## src/rtl/multi_timer.sv

```systemverilog
// Multi-channel BCD HH:MM:SS.cc timer: shared centisecond prescaler, shared command port,
// one timer channel instance per output lane.

module multi_timer_ch (
    input  logic        clk_i,
    input  logic        reset_i,
    input  logic        tick_i,
    input  logic        cmd_hit_i,
    input  logic [1:0]  cmd_op_i,
    input  logic        cmd_mode_i,
    input  logic [23:0] cmd_value_i,
    output logic [23:0] display_o,
    output logic        running_o,
    output logic        expired_o
);
    localparam logic [1:0] OP_PAUSE = 2'b00;
    localparam logic [1:0] OP_START = 2'b01;
    localparam logic [1:0] OP_CLEAR = 2'b10;
    localparam logic [1:0] OP_LOAD  = 2'b11;

    // digit 7..0 = H1 H0 M1 M0 S1 S0 C1 C0
    logic [7:0][3:0] dig_q, dig_d, step_dig;
    logic            mode_q, mode_d;
    logic            run_q, run_d;
    logic            exp_q, exp_d;

    // One centisecond step; S1 (3) and M1 (5) are base-6 digits, all others base-10.
    always_comb begin
        logic       c;
        logic [3:0] lim;
        c        = 1'b1;
        step_dig = dig_q;
        for (int i = 0; i < 8; i++) begin
            lim = (i == 3 || i == 5) ? 4'd5 : 4'd9;
            if (c) begin
                if (!mode_q) begin
                    if (dig_q[i] == 4'd0) begin
                        step_dig[i] = lim;
                    end else begin
                        step_dig[i] = dig_q[i] - 4'd1;
                        c           = 1'b0;
                    end
                end else begin
                    if (dig_q[i] == lim) begin
                        step_dig[i] = 4'd0;
                    end else begin
                        step_dig[i] = dig_q[i] + 4'd1;
                        c           = 1'b0;
                    end
                end
            end
        end
    end

    // An accepted command on this channel swallows a coincident tick.
    always_comb begin
        dig_d  = dig_q;
        mode_d = mode_q;
        run_d  = run_q;
        exp_d  = 1'b0;
        if (cmd_hit_i) begin
            case (cmd_op_i)
                OP_PAUSE: run_d = 1'b0;
                OP_START: if (mode_q || dig_q != '0) run_d = 1'b1;
                OP_CLEAR: begin
                    dig_d = '0;
                    run_d = 1'b0;
                end
                OP_LOAD: begin
                    dig_d  = {cmd_value_i, 8'h00};
                    mode_d = cmd_mode_i;
                    run_d  = 1'b0;
                end
                default: ;
            endcase
        end else if (tick_i && run_q) begin
            dig_d = step_dig;
            // All-zero after a step means countdown reached zero or count-up wrapped.
            if (step_dig == '0) begin
                run_d = 1'b0;
                exp_d = 1'b1;
            end
        end
    end

    always_ff @(posedge clk_i) begin
        if (reset_i) begin
            dig_q  <= '0;
            mode_q <= 1'b0;
            run_q  <= 1'b0;
            exp_q  <= 1'b0;
        end else begin
            dig_q  <= dig_d;
            mode_q <= mode_d;
            run_q  <= run_d;
            exp_q  <= exp_d;
        end
    end

    assign display_o = dig_q[7:2];
    assign running_o = run_q;
    assign expired_o = exp_q;
endmodule

module multi_timer #(
    parameter  int CHANNELS = 2,
    parameter  int TICK_DIV = 1000000,
    localparam int CHW      = (CHANNELS > 1) ? $clog2(CHANNELS) : 1
) (
    input  logic                     clk_i,
    input  logic                     reset_i,
    input  logic                     cmd_valid_i,
    input  logic [CHW-1:0]           cmd_ch_i,
    input  logic [1:0]               cmd_op_i,
    input  logic                     cmd_mode_i,
    input  logic [23:0]              cmd_value_i,
    output logic [24*CHANNELS-1:0]   display_o,
    output logic [CHANNELS-1:0]      running_o,
    output logic [CHANNELS-1:0]      expired_o,
    output logic                     cmd_err_o
);
    localparam int PW = $clog2(TICK_DIV);

    logic [PW-1:0]              pre_q;
    logic                       tick;
    logic                       load_ok, ch_ok, accept;
    logic                       err_q, err_d;
    logic [CHANNELS-1:0]        ch_hit;
    logic [CHANNELS-1:0][23:0]  disp;

    assign tick = (pre_q == PW'(TICK_DIV - 1));

    // Free-running: commands never disturb the tick phase.
    always_ff @(posedge clk_i) begin
        if (reset_i) pre_q <= '0;
        else         pre_q <= tick ? '0 : pre_q + PW'(1);
    end

    always_comb begin
        load_ok = 1'b1;
        for (int i = 0; i < 6; i++) begin
            if (cmd_value_i[i*4 +: 4] > 4'd9) load_ok = 1'b0;
        end
        if (cmd_value_i[15:12] > 4'd5 || cmd_value_i[7:4] > 4'd5) load_ok = 1'b0;
    end

    assign ch_ok  = 32'(cmd_ch_i) < CHANNELS;
    assign accept = cmd_valid_i && ch_ok && (cmd_op_i != 2'b11 || load_ok);
    assign err_d  = cmd_valid_i && !(ch_ok && (cmd_op_i != 2'b11 || load_ok));

    always_ff @(posedge clk_i) begin
        if (reset_i) err_q <= 1'b0;
        else         err_q <= err_d;
    end

    for (genvar g = 0; g < CHANNELS; g++) begin : g_ch
        assign ch_hit[g] = accept && (32'(cmd_ch_i) == g);
        multi_timer_ch u_ch (
            .clk_i       (clk_i),
            .reset_i     (reset_i),
            .tick_i      (tick),
            .cmd_hit_i   (ch_hit[g]),
            .cmd_op_i    (cmd_op_i),
            .cmd_mode_i  (cmd_mode_i),
            .cmd_value_i (cmd_value_i),
            .display_o   (disp[g]),
            .running_o   (running_o[g]),
            .expired_o   (expired_o[g])
        );
    end

    assign display_o = disp;
    assign cmd_err_o = err_q;
endmodule

```

## config.mk

```make
export PLATFORM = sky130hd
export DESIGN_NAME = multi_timer
export DESIGN_NICKNAME = d
export VERILOG_FILES = /design/src/rtl/multi_timer.sv
export SDC_FILE = /design/constraint.sdc
export NUM_CORES = 1
export LEC_CHECK = 0
export ABC_AREA = 0
export ABC_CLOCK_PERIOD_IN_PS = 4450
export BUFFER_PORTS_ARGS = -buffer_cell sky130_fd_sc_hd__buf_4
export CORE_ASPECT_RATIO = 2
export CORE_MARGIN = 4
export CORE_UTILIZATION = 30
export DETAILED_ROUTE_END_ITERATION = 8
export SYNTH_ARGS = -nofsm -noshare
export SYNTH_HDL_FRONTEND = slang
export SYNTH_HIERARCHICAL = 1
export SYNTH_SLANG_ARGS = --single-unit
```

## constraint.sdc

```tcl
create_clock -name clk_i -period 4.45 [get_ports clk_i]
set_input_delay 0.89 -clock clk_i [delete_from_list [all_inputs] [get_ports clk_i]]
set_output_delay 0.89 -clock clk_i [all_outputs]
set_load 0.005 [all_outputs]
```

==> results of run 1 <==
state kept, by name (all words and copies together) (netlist names):
signal and flops:
g_ch.u_ch/display_o 48, pre_q 20, g_ch.u_ch/dig_q 16, g_ch.u_ch/expired_o 2, g_ch.u_ch/mode_q 2, g_ch.u_ch/running_o 2, cmd_err_o 1
area by class of cell:
cell class | count | area [um^2] | share of cell area
clock inverter | 7 | 77.6 | 0.00901
multi-input combinational | 872 | 5190 | 0.603
tap | 340 | 425 | 0.0494
timing repair buffer | 97 | 753 | 0.0875
clock buffer | 9 | 225 | 0.0262
sequential | 91 | 1820 | 0.212
inverter | 31 | 116 | 0.0135
metrics by stage:
step | hold WS, ns | util
floorplan | 0.440 | -
global placement | 0.452 | 0.321
detailed placement | 0.463 | 0.321
CTS | 0.482 | 0.333
global route | 0.526 | 0.333
finish | 0.477 | 0.333
worst max-delay path: cells and delay by family, from the launching register on:
family / cells / cell delay [ns]
AOI/OAI and AO/OA: 2 / 0.32
DFF: 1 / 0.71
and+or+nand+nor: 5 / 1.78
muxes: 1 / 0.42
power groups by stage:
stage          Clock [mW]  Combinational, mW  Sequential [mW]
2_1_floorplan           0              0.356            0.870
3_3_place_gp            0              0.470            0.904
3_5_place_dp            0              0.472            0.904
4_1_cts             0.840              0.474            0.885
5_1_grt             0.865              0.523            0.892
6_report            0.820              0.477            0.887
per-layer routing:
metal	track usage	wire, um	vias up
li1	-	-	4093
met2	0.327	14200	293
met5	0	0	-
met1	0.197	10000	4053
met4	0.109	1450	0
met3	0.0221	1160	78
worst max-delay path by stage:
stage,from,endpoint,slack [ns],cells after the start
floorplan,cmd_value_i[13],g_ch[0].u_ch/dig_q[1],1.32,11
finish,g_ch[0].u_ch/mode_q,g_ch[0].u_ch/running_o,1.09,8
CTS,g_ch[0].u_ch/mode_q,g_ch[0].u_ch/running_o,1.12,8
global route,g_ch[0].u_ch/mode_q,g_ch[0].u_ch/running_o,0.91,8
global placement,cmd_value_i[2],g_ch[0].u_ch/display_o[0],0.88,12
detailed placement,cmd_value_i[2],g_ch[0].u_ch/display_o[0],0.87,12
cell families after synthesis:
group	share of synthesized area
and+or+nand+nor	0.298
AOI/OAI and AO/OA	0.302
buffers and inverters	0.114
DFF	0.231
xor gates and xnor gates	0.0344
muxes	0.0197
adders and majority gates	0.00158
placed cells by master (no fill, tap or decap), drive strengths merged, types with 10 or more instances in the layout:
| cell type | n |
|---|---|
| and3 | 16 |
| nand4 | 19 |
| nor4 | 22 |
| dfxtp | 91 |
| nor3 | 48 |
| a21oi | 87 |
| o22ai | 14 |
| o21ai | 94 |
| a211oi | 27 |
| or2 | 10 |
| buf | 97 |
| nor2 | 128 |
| xnor2 | 22 |
| or3 | 18 |
| inv | 32 |
| nand2 | 85 |
| a22oi | 16 |
| nand3 | 68 |
| a31oi | 26 |
| a221oi | 12 |
==> metrics list, run 1 <==
- Of all flip-flops after synthesis, the portion carrying an async set or reset was 0.
- Proportion of layout cells with a drive suffix above 1: 0.146
- The worst setup path is of the reg -> reg kind.
* Hold Path Cell Cnt: 1
- Number of synthesized flops with an enable pin: 0
- The HPWL after detailed placement is 19800 um.
* Final Hold Viols: 0
* Synth warnings: 6
- After the first detailed-routing iteration, the DRC count stood at 471.
- Synthesis instantiated 70 different standard cells from the library.
- The flow ran to the end, and the final reports show no timing, DRC or antenna violations.
- Core region area: 25900 um^2
- Area added between synthesis and finish: 9.08%
- Root Buffer: clkbuf_16
- Initial DRT Pass Iterations: 5
* Setup repair after global routing missed its margin: false
* Max-slew violations: 0
- In this run the power density over the cells is 254 nW/um^2.
* Largest cells by area after synthesis: dfxtp_1 (23%), nor2_1 (6.0%), a21oi_1 (5.5%), o21ai_0 (5.5%), buf_4 (4.6%)
* Final cell area excluding filler cells: 8610 um^2
- Clock network power share: 0.376
- Critical-path top delay cell: dfxtp_2
* Cells on worst reg2reg path: 8
- The routed layout has 8517 vias.
- Cell internal power was estimated by the tool at 1.46 mW.
- Post-place setup slack: 0.873 ns
- The repair_antennas step left the layout with diodes totalling 0.
- Drt wl/cell: 18.5 um
- Total CTS buffers: 9
- Post-Synthesis Cells: 1146
* Top-level port count: 84
* Total number of nets in the final design: 1134
* Total number of placement rows: 83
- In this run the vertical extent of the chip is 237 um.
- A synthesized cell averages 6.89 um^2.
- Summed over all nets, the switching power comes to 0.723 mW.
- Of the post-synthesis cell area, the dominant cell type holds 0.231.
- The initial utilization of the core area, before any placement, comes to 0.305.
- Relative contribution of sequential cells to total power: 0.406
- Counting instances in the post-synthesis netlist gives the leading cell types as nor2_1 (126), dfxtp_1 (91), a21oi_1 (87).
- TritonCTS clock tree: yes
- For this run the aggregate overflow at the end of global routing stands at 0.
* Highest Clock Rate: 298 MHz
* DIE WIDTH: 123 um
- Data on the critical path arrives at its endpoint at 3.60 ns.
- Largest stage delay, worst path: 0.71 ns
- H-tree depth reported by CTS: 3
- DRC errors left: 0
* Number of global-route vias before repair: 7950
- Capture instance of the worst register-to-register path: g_ch[0].u_ch/running_o
* # hold bufs at CTS: 0
- Library cell with the highest instance count after synthesis: nor2_1
- The biggest area contributor in the post-synthesis netlist is dfxtp_1.
* Combined area of all synthesized cells: 7900 um^2
* Worst setup SP type: flip-flop
- Counting along the longest clock path gives a buffer depth of 2.
- Across the routed clock network, the largest skew measured is 0.00977 ns.
- Synthesized net count: 1178
* Total Neg Setup Slack: 0 ns
- Vias per Instance: 5.89
- Reg-to-reg slack, setup: 1.09 ns
- FILL cells: 2784
* Buffer count from post-CTS setup fixing: 0
- Across the VDD grid, the largest voltage drop is 0.192 mV.
* Wire length of the first global-routing pass: 42200 um
* Clock latency on the worst-skew pair: 0.37 ns
- Number of sinks handled by clock tree synthesis: 91
* Share of the yosys chip area belonging to registers: 0.231
- Slew @ Worst Pin: 0.860 ns
- Max-cap violations in this run came to 0.
- The die covers 29100 um^2.
* Critical path fanouts, max: 27
- In this run, synthesis produced a sequential element count of 91.
- In the global route stage, overall resource usage came out at 0.181.
- Total wirelength of the detailed-routed design: 26800 um
- Maximum number of pins on one net before global-route repair: 72
- At the worst endpoint, the required time is 4.69 ns.
- The worst setup path is captured at a flip-flop.
- The completed layout was analyzed and its total power is 2.18 mW.
- Worst Hold Class: reg -> reg
- Most used DFF post-synth: dfxtp_1
- Headroom to the max-slew limit came out at 0.426.
- The number of placed instances, taps included, is 1431.
- Source of the worst hold timing path: pre_q[0]
* Resized cells post-CTS: 0
- In this run the tool buffered the top-level ports with 83 buffer cells.
- Shortest period the worst path allows: 3.36 ns
* Clock transition at the registers of the reported paths: 0.07 ns
* Non-filler cells, final: 1447
* Total cell area at the placement stage: 8310 um^2
- RePlAce Congestion: 0.874
* Portion of total power attributed to combinational logic: 0.218
- Across all setup checks in the final design, the least slack found is 1.09 ns.
- WHS Endpoint: pre_q[0]
* Cells traversed along the worst timing path: and3_4, o21a_1, nand3_1, nor4_1, mux2_2, nor3_1, and4_1, a41oi_1
- Final cycle utilization of the critical path: 0.755
- Fraction of power spent switching nets: 0.331
* Antenna violations before repair: 0
- Launching point of the worst reg2reg path: g_ch[0].u_ch/mode_q
* Final setup violation count: 0
* Final ANT Viol Nets: 0
- Static leakage: 2.93 nW
Power figures use the tool's default switching activity.
==> run 2: changes to the inputs <==
--- a/config.mk
+++ b/config.mk
@@ -6,7 +6,7 @@
 export NUM_CORES = 1
 export LEC_CHECK = 0
 export ABC_AREA = 0
-export ABC_CLOCK_PERIOD_IN_PS = 4450
+export ABC_CLOCK_PERIOD_IN_PS = 2800
 export BUFFER_PORTS_ARGS = -buffer_cell sky130_fd_sc_hd__buf_4
 export CORE_ASPECT_RATIO = 2
 export CORE_MARGIN = 4
==> constraint.sdc (replaced) <==
create_clock -name clk_i -period 2.8 [get_ports clk_i]
set_input_delay 0.56 -clock clk_i [delete_from_list [all_inputs] [get_ports clk_i]]
set_output_delay 0.56 -clock clk_i [all_outputs]
set_load 0.005 [all_outputs]
==> run 2 against run 1 <==
  * Via count up 6.1%
  * Maximum frequency grew 25%
  * Critical path type unchanged
  * Wire length is 4.9% higher
  * Largest power group unchanged
  * Design area increased by 12%
==> metrics list, run 2 (synthesis gave the netlist of run 1 again) <==
- The count of buffers inserted at the top-level ports is 83 (unchanged).
- The number of stages on the worst hold path was 3 (+2).
- The area inside the core boundary is 25900 um^2 (unchanged).
- The number of max-capacitance violations reported is 0 (unchanged).
* Drt wl/cell: 17.9 um (-3.5%)
- The post-layout total power came to 3.61 mW (+65%).
- The top fanout value on the critical path was 16 (-41%).
- Wire length of the first global-routing pass: 44300 um (+4.8%)
- Core utilization of the finished layout: 0.373 (+0.0402)
- Setup repair after global routing missed its margin: true
- Launching point of the worst reg2reg path: g_ch[0].u_ch/mode_q
- The headroom to the max-slew limit was 0.615 (+0.188).
- TritonCTS built the clock tree.
- The number of inserted filler cells in the final layout is 2700 (-3.0%).
* Initial DRT Pass Iterations: 7 (+2)
- Worst setup SP type: flip-flop
- The min-delay analysis places its worst path in the category in -> reg.
- Shortest period the worst path allows: 2.69 ns (-0.675 ns)
- The starting utilization of the core area is 0.305 (unchanged).
- Worst Path Required: 3.04 ns (-1.65 ns)
* Maximum number of pins on one net before global-route repair: 39 (-46%)
- Clock latency on the worst-skew pair: 0.36 ns (about the same)
* Worst Hold Slack: 0.469 ns (-0.00824 ns)
* Top-level port count: 84 (unchanged)
* Proportion of layout cells with a drive suffix above 1: 0.238 (+0.0915)
- Worst-case clock skew: 0.0100 ns (+0.000263 ns)
- Highest ir drop seen on vdd: 0.256 mV (+33%)
* Most common library cell in the layout ignoring fill and taps: buf_4
- The initial antenna violation count came to 0 (unchanged).
- # hold bufs at CTS: 0 (unchanged)
- Vias post-DR: 9036 (+6.1%)
* Cells on worst reg2reg path: 10 (+2)
* Final cycle utilization of the critical path: 0.959 (+0.204)
- The via-per-instance ratio is 5.75 (-2.3%).
- The flow ran to the end, and the final reports show no timing, DRC or antenna violations.
- Detailed Route Iter0 Violations: 657 (+39%)
- Total number of placement rows: 83 (unchanged)
- Source of the worst hold timing path: cmd_value_i[12]
- The total congestion overflow after global routing was 0 (unchanged).
* Final Hold Viols: 0 (unchanged)
- The slew at the pin closest to its max-slew limit was 0.578 ns (-0.282 ns).
- CTS placed an instance of clkbuf_16 at the clock tree root.
* CTS max path bufs: 2 (unchanged)
- The placed wire-length estimate after detailed placement was 21700 um (+9.7%).
* Highest Clock Rate: 372 MHz (+25%)
- The data arrival time of the critical path was 2.92 ns (-0.68 ns).
- Total wirelength of the detailed-routed design: 28100 um (+4.9%)
* Final ANT Viol Nets: 0 (unchanged)
* Power per cell area: 374 nW/um^2 (+47%)
* H-tree depth reported by CTS: 3 (unchanged)
* WHS Endpoint: g_ch[0].u_ch/display_o[12]
- The clock-pin slew reported for the worst setup and hold paths after clock tree synthesis is 0.07 ns (about the same).
- The number of CTS-inserted buffers came to 9 (unchanged).
* Antenna Diode Count: 0 (unchanged)
- The total of endpoints with negative setup slack in the final report is 0 (unchanged).
- Total number of nets in the final design: 1259 (+11%)
* Global Route Usage Sum: 0.190 (+0.00944)
* Number of sinks handled by clock tree synthesis: 91 (unchanged)
* Max FFs per register: 48 (unchanged)
* Height of the die: 237 um (unchanged)
- The final number of max-transition violations was 0 (unchanged).
- The DRC violation count after routing came to 0 (unchanged).
- The internal reg-to-reg setup slack came to 0.11 ns (-0.97 ns).
* Kind of critical path: reg -> reg
- Total Neg Setup Slack: 0 ns (unchanged)
* Capture instance of the worst register-to-register path: g_ch[0].u_ch/running_o
- RePlAce Congestion: 0.909 (+4.1%)
* Die Outline Area: 29100 um^2 (unchanged)
- Compared with the post-synthesis result, the final layout area differs by 22.3%.
- Number of global-route vias before repair: 8511 (+7.1%)
- The width of the die was 123 um (unchanged).
- The leakage dissipation came to 3.60 nW (+23%).
- The worst setup path is captured at a flip-flop.
- The top cell types in the final layout, fill and taps aside, are buf_4 (216), nor2_1 (125), dfxtp_1 (89).
-- run 2: changes by cell type in the layout (fill, tap and decap cells not counted), sizes merged --
cell / delta
clkbuf: +1
inv: -1
buf: +125
-- run 2: what timing repair did --
item,in CTS,in global routing
endpoints found under the setup margin,2,16
pin swaps,0,1
gates resized for setup,1,8
setup buffers,0,0
-- run 2: power breakdown --
group | internal, mW | switching [mW] | leakage [nW] | total (mW)
combinational | 0.414 | 0.530 | 2.71 | 0.944
sequential | 1.32 | 0.0467 | 0.738 | 1.37
clock | 0.717 | 0.574 | 0.148 | 1.29
-- run 2: through the flow --
step / instances / setup WS [ns] / area, um^2
finish: 1572 / 0.114 / 9650
global route: 1572 / -0.0592 / 9650
CTS: 1572 / 0.0139 / 9600
detailed placement: 1556 / -0.0817 / 9300
global placement: 1556 / -0.0967 / 9300
floorplan: 1146 / 0.00330 / 7900
-- run 2: cell type report --
type,instances,area (um^2),share of cell area
clock buffers,10,239,0.0248
clock inverters,6,65.1,0.00674
inverters,31,116,0.0121
multi-input cells,872,5240,0.543
flip-flops and latches,91,1830,0.189
well taps,340,425,0.0441
repair buffers,222,1740,0.180
-- run 2: per-layer routing --
metal / track usage / vias to the layer above / wire [um]
li1: - / 4353 / -
met1: 0.202 / 4283 / 10300
met2: 0.344 / 306 / 14700
met3: 0.0236 / 94 / 1190
met4: 0.125 / 0 / 1910
met5: 0 / - / 0
-- run 2: how the worst max path moves through the flow --
stage	startpoint	end	slack (ns)	cells after the start
4_1_cts	g_ch[0].u_ch/mode_q	g_ch[0].u_ch/running_o	0.01	10
5_1_grt	g_ch[0].u_ch/mode_q	g_ch[0].u_ch/running_o	-0.06	10
2_1_floorplan	cmd_value_i[13]	g_ch[0].u_ch/dig_q[1]	0.003	11
3_3_place_gp	g_ch[0].u_ch/mode_q	g_ch[0].u_ch/running_o	-0.1	10
3_5_place_dp	cmd_value_i[13]	g_ch[0].u_ch/display_o[23]	-0.08	13
6_report	g_ch[0].u_ch/mode_q	g_ch[0].u_ch/running_o	0.11	10
-- run 2: critical path: stages, from the launching register on --
cell	delay [ns]
dfxtp_4	0.42
nor4_4	0.31
mux2_4	0.23
nand3_1	0.10
nor4_2	0.35
buf_4	0.17
mux2_2	0.34
nor3_2	0.20
buf_4	0.14
and4_1	0.20
a41oi_1	0.10
==> run 3: changes to the inputs <==
--- a/config.mk
+++ b/config.mk
@@ -10,8 +10,9 @@
 export BUFFER_PORTS_ARGS = -buffer_cell sky130_fd_sc_hd__buf_4
 export CORE_ASPECT_RATIO = 2
 export CORE_MARGIN = 4
-export CORE_UTILIZATION = 30
+export CORE_UTILIZATION = 40
 export DETAILED_ROUTE_END_ITERATION = 8
+export GPL_TIMING_DRIVEN = 1
 export SYNTH_ARGS = -nofsm -noshare
 export SYNTH_HDL_FRONTEND = slang
 export SYNTH_HIERARCHICAL = 1
==> run 3 against run 2 <==
  * First-iteration DRC count fell by 13%
  * Largest cell class unchanged
  * Non-clock buffer count rose by 13
  * Die area fell by 24%
  * Setup slack worse by 0.011 ns
  * Largest power group unchanged
  * Final cell count decreased by 4.3%
  * Sequential cell count unchanged
  * Sequential power is essentially flat
  * Maximum frequency shrank 0.39%
  * Global-route usage grew 5.7 points
  * Register-to-register slack hardly changed
  * Power rose by 0.32%
  * Clock power about the same
==> metrics list, run 3 (synthesis gave the netlist of run 1 again) <==
* Vias post-DR: 8975 (-0.68%)
* Wire length of the first global-routing pass: 43700 um (-1.2%)
* Detailed Route Iter0 Violations: 574 (-13%)
* Highest Clock Rate: 371 MHz (-0.39%)
- Antenna violations before repair: 0 (unchanged)
- The post-detailed-route count of antenna-violating nets is 0 (unchanged).
- Buffer count from post-CTS setup fixing: 0 (unchanged)
* Global route overflow: 0 (unchanged)
* Top library cells by usage in the layout, fill and taps aside: buf_4 (230), nor2_1 (126), dfxtp_1 (89)
* Height of the die: 207 um (-13%)
- Cells traversed along the worst timing path: nor4_2, mux2_4, nand3_1, nor4_2, mux2_2, nor3_1, buf_4, and4_1, and3_1
- TritonCTS clock tree: yes
- The placed wire-length estimate after detailed placement came to 21600 um (-0.60%).
* Hold Path Cell Cnt: 3 (unchanged)
- Final cycle utilization of the critical path: 0.963 (+0.00377)
* Global-route track usage on met2: 0.481 (+0.137)
- The top fanout value on the critical path was 9 (-7).
* Vias per Instance: 5.97 (+3.8%)
* Post-place setup slack: -0.0854 ns (-0.00374 ns)
- The post-route cell area came to 9600 um^2 (-0.58%).
- Most used routing layer: met2
- Crit path DAT: 2.99 ns (+0.07 ns)
* Root Buffer: clkbuf_16
* Result of the run: finished clean
* Static leakage: 3.64 nW (+1.1%)
- Shortest period the worst path allows: 2.70 ns (+0.0105 ns)
* Core region area: 19400 um^2 (-25%)
* Buffers & Inverters on Critical Path: 1 (-1)
* Proportion of layout cells with a drive suffix above 1: 0.241 (+0.00314)
* Number of buffer cells added on primary ports: 83 (unchanged)
- Drt wl/cell: 18.6 um (+3.8%)
- Met3 usage: 0.0327 (+0.00911)
* Die Outline Area: 22200 um^2 (-24%)
- The total wire length after detailed routing is 27900 um (-0.72%).
- Max FFs per register: 48 (unchanged)
- STA classifies the critical path endpoint as a flip-flop.
- Area added between synthesis and finish: 21.5%
- The starting utilization of the core area came to 0.408 (+0.102).
- Worst Hold Slack: 0.464 ns (-0.00503 ns)
- The number of cells on the worst reg-to-reg path is 9 (-1).
* CTS max path bufs: 2 (unchanged)
- RePlAce Congestion: 0.923 (+1.5%)
* Setup repair after global routing missed its margin: false
- The DRC violation count after routing is 0 (unchanged).
* Most common library cell in the layout ignoring fill and taps: buf_4
- The number of rows in the core area is 72 (-13%).
- Critical-path top delay cell: dfxtp_2
- The worst setup path is launched from a flip-flop.
* Worst Path Required: 3.09 ns (+0.05 ns)
- The number of nets in the final layout came to 1272 (+1.0%).
* Number of global-route vias before repair: 8589 (+0.92%)
- Grouping stages by cell kind, the critical path spends the most delay in simple AND/OR/NAND/NOR gates.
* Final worst-path setup slack: 0.104 ns (-0.0105 ns)
- The clock insertion delay at the later pin of the skew report is 0.36 ns (about the same).
- The first-pass detailed-route iteration total is 7 (unchanged).
* Slew @ Worst Pin: 0.921 ns (+0.343 ns)
* Highest ir drop seen on vdd: 0.254 mV (-0.73%)
- Clock transition at the registers of the reported paths: 0.07 ns (about the same)
- The final number of max-transition violations is 0 (unchanged).
* Total cell area at the placement stage: 9280 um^2 (-0.17%)
- The peak per-stage delay on the critical path is 0.39 ns (-0.03 ns).
- The headroom to the max-slew limit is 0.379 (-0.235).
- Top-level port count: 84 (unchanged)
- The clock sink total is 91 (unchanged).
- The clock skew came to 0.00902 ns (-0.00101 ns).
* Dominant cell type by count on the critical path: nor4_2
- Total power consumption of the routed design: 3.62 mW (+0.32%)
* Final setup violation count: 0 (unchanged)
- The number of hold-slack violations in the final timing report was 0 (unchanged).
- Global Route Usage Sum: 0.247 (+0.0566)
* Levels on crit path: 9 (-1)
- The width of the die is 107 um (-13%).
* Power per cell area: 377 nW/um^2 (+0.91%)
- Maximum number of pins on one net before global-route repair: 42 (+7.7%)
- The depth of the CTS H-tree was 3 (unchanged).
* Antenna Diode Count: 0 (unchanged)
* # hold bufs at CTS: 0 (unchanged)
- Number of max-cap violations: 0 (unchanged)
- Kind of critical path: reg -> reg
- Global Route met1 Usage: 0.251 (+0.0486)
- Worst Hold Class: in -> reg
* Total CTS buffers: 9 (unchanged)
## run 3: worst paths after layout
| path | end | slack, ns | start |
|---|---|---|---|
| worst max-delay path | g_ch[0].u_ch/expired_o | 0.10 | g_ch[0].u_ch/mode_q |
| worst min-delay path | g_ch[1].u_ch/mode_q | 0.46 | cmd_mode_i |
| worst max register to register | g_ch[0].u_ch/expired_o | 0.10 | g_ch[0].u_ch/mode_q |
| worst min register to register | pre_q[19] | 0.48 | pre_q[19] |
## run 3: cell type report
type,instances,area [um^2]
Fill cell,1979,9770
Multi-Input combinational cell,872,5210
Timing Repair Buffer,235,1830
Sequential cell,91,1820
Tap cell,259,324
Clock buffer,13,250
Inverter,31,116
Clock inverter,3,46.3
## run 3: routing by layer
layer	vias to the layer above	share of wire
li1	4376	-
met1	4238	0.36
met2	285	0.55
met3	76	0.042
met4	0	0.046
met5	-	0
## run 3: worst register-to-register path, delay by kind of cell, from the launching register on
| family | cells | cell delay (ns) |
|---|---|---|
| buf+inv | 1 | 0.18 |
| flops | 1 | 0.39 |
| mux | 2 | 0.63 |
| simple gates | 6 | 1.43 |
## run 3: power breakdown
group | switching, mW | total (mW) | internal [mW]
clock network | 0.555 | 1.28 | 0.722
logic | 0.534 | 0.967 | 0.433
registers | 0.0477 | 1.37 | 1.32
total | 1.14 | 3.62 | 2.48
## run 3: timing repair
item                                    in CTS  in global routing
endpoints found under the setup margin       0                  4
gates resized for setup                      0                  3
hold endpoints to repair                     0                  0
## run 3: stage by stage
| step | setup TNS, ns | cells | utilization |
|---|---|---|---|
| after floorplan | 0 | 1146 | - |
| after CTS | 0 | 1504 | 0.495 |
| after global routing | 0 | 1504 | 0.495 |
| final | 0 | 1504 | 0.495 |
| after detailed placement | -1.74 | 1488 | 0.479 |
| after global placement | -1.28 | 1488 | 0.479 |
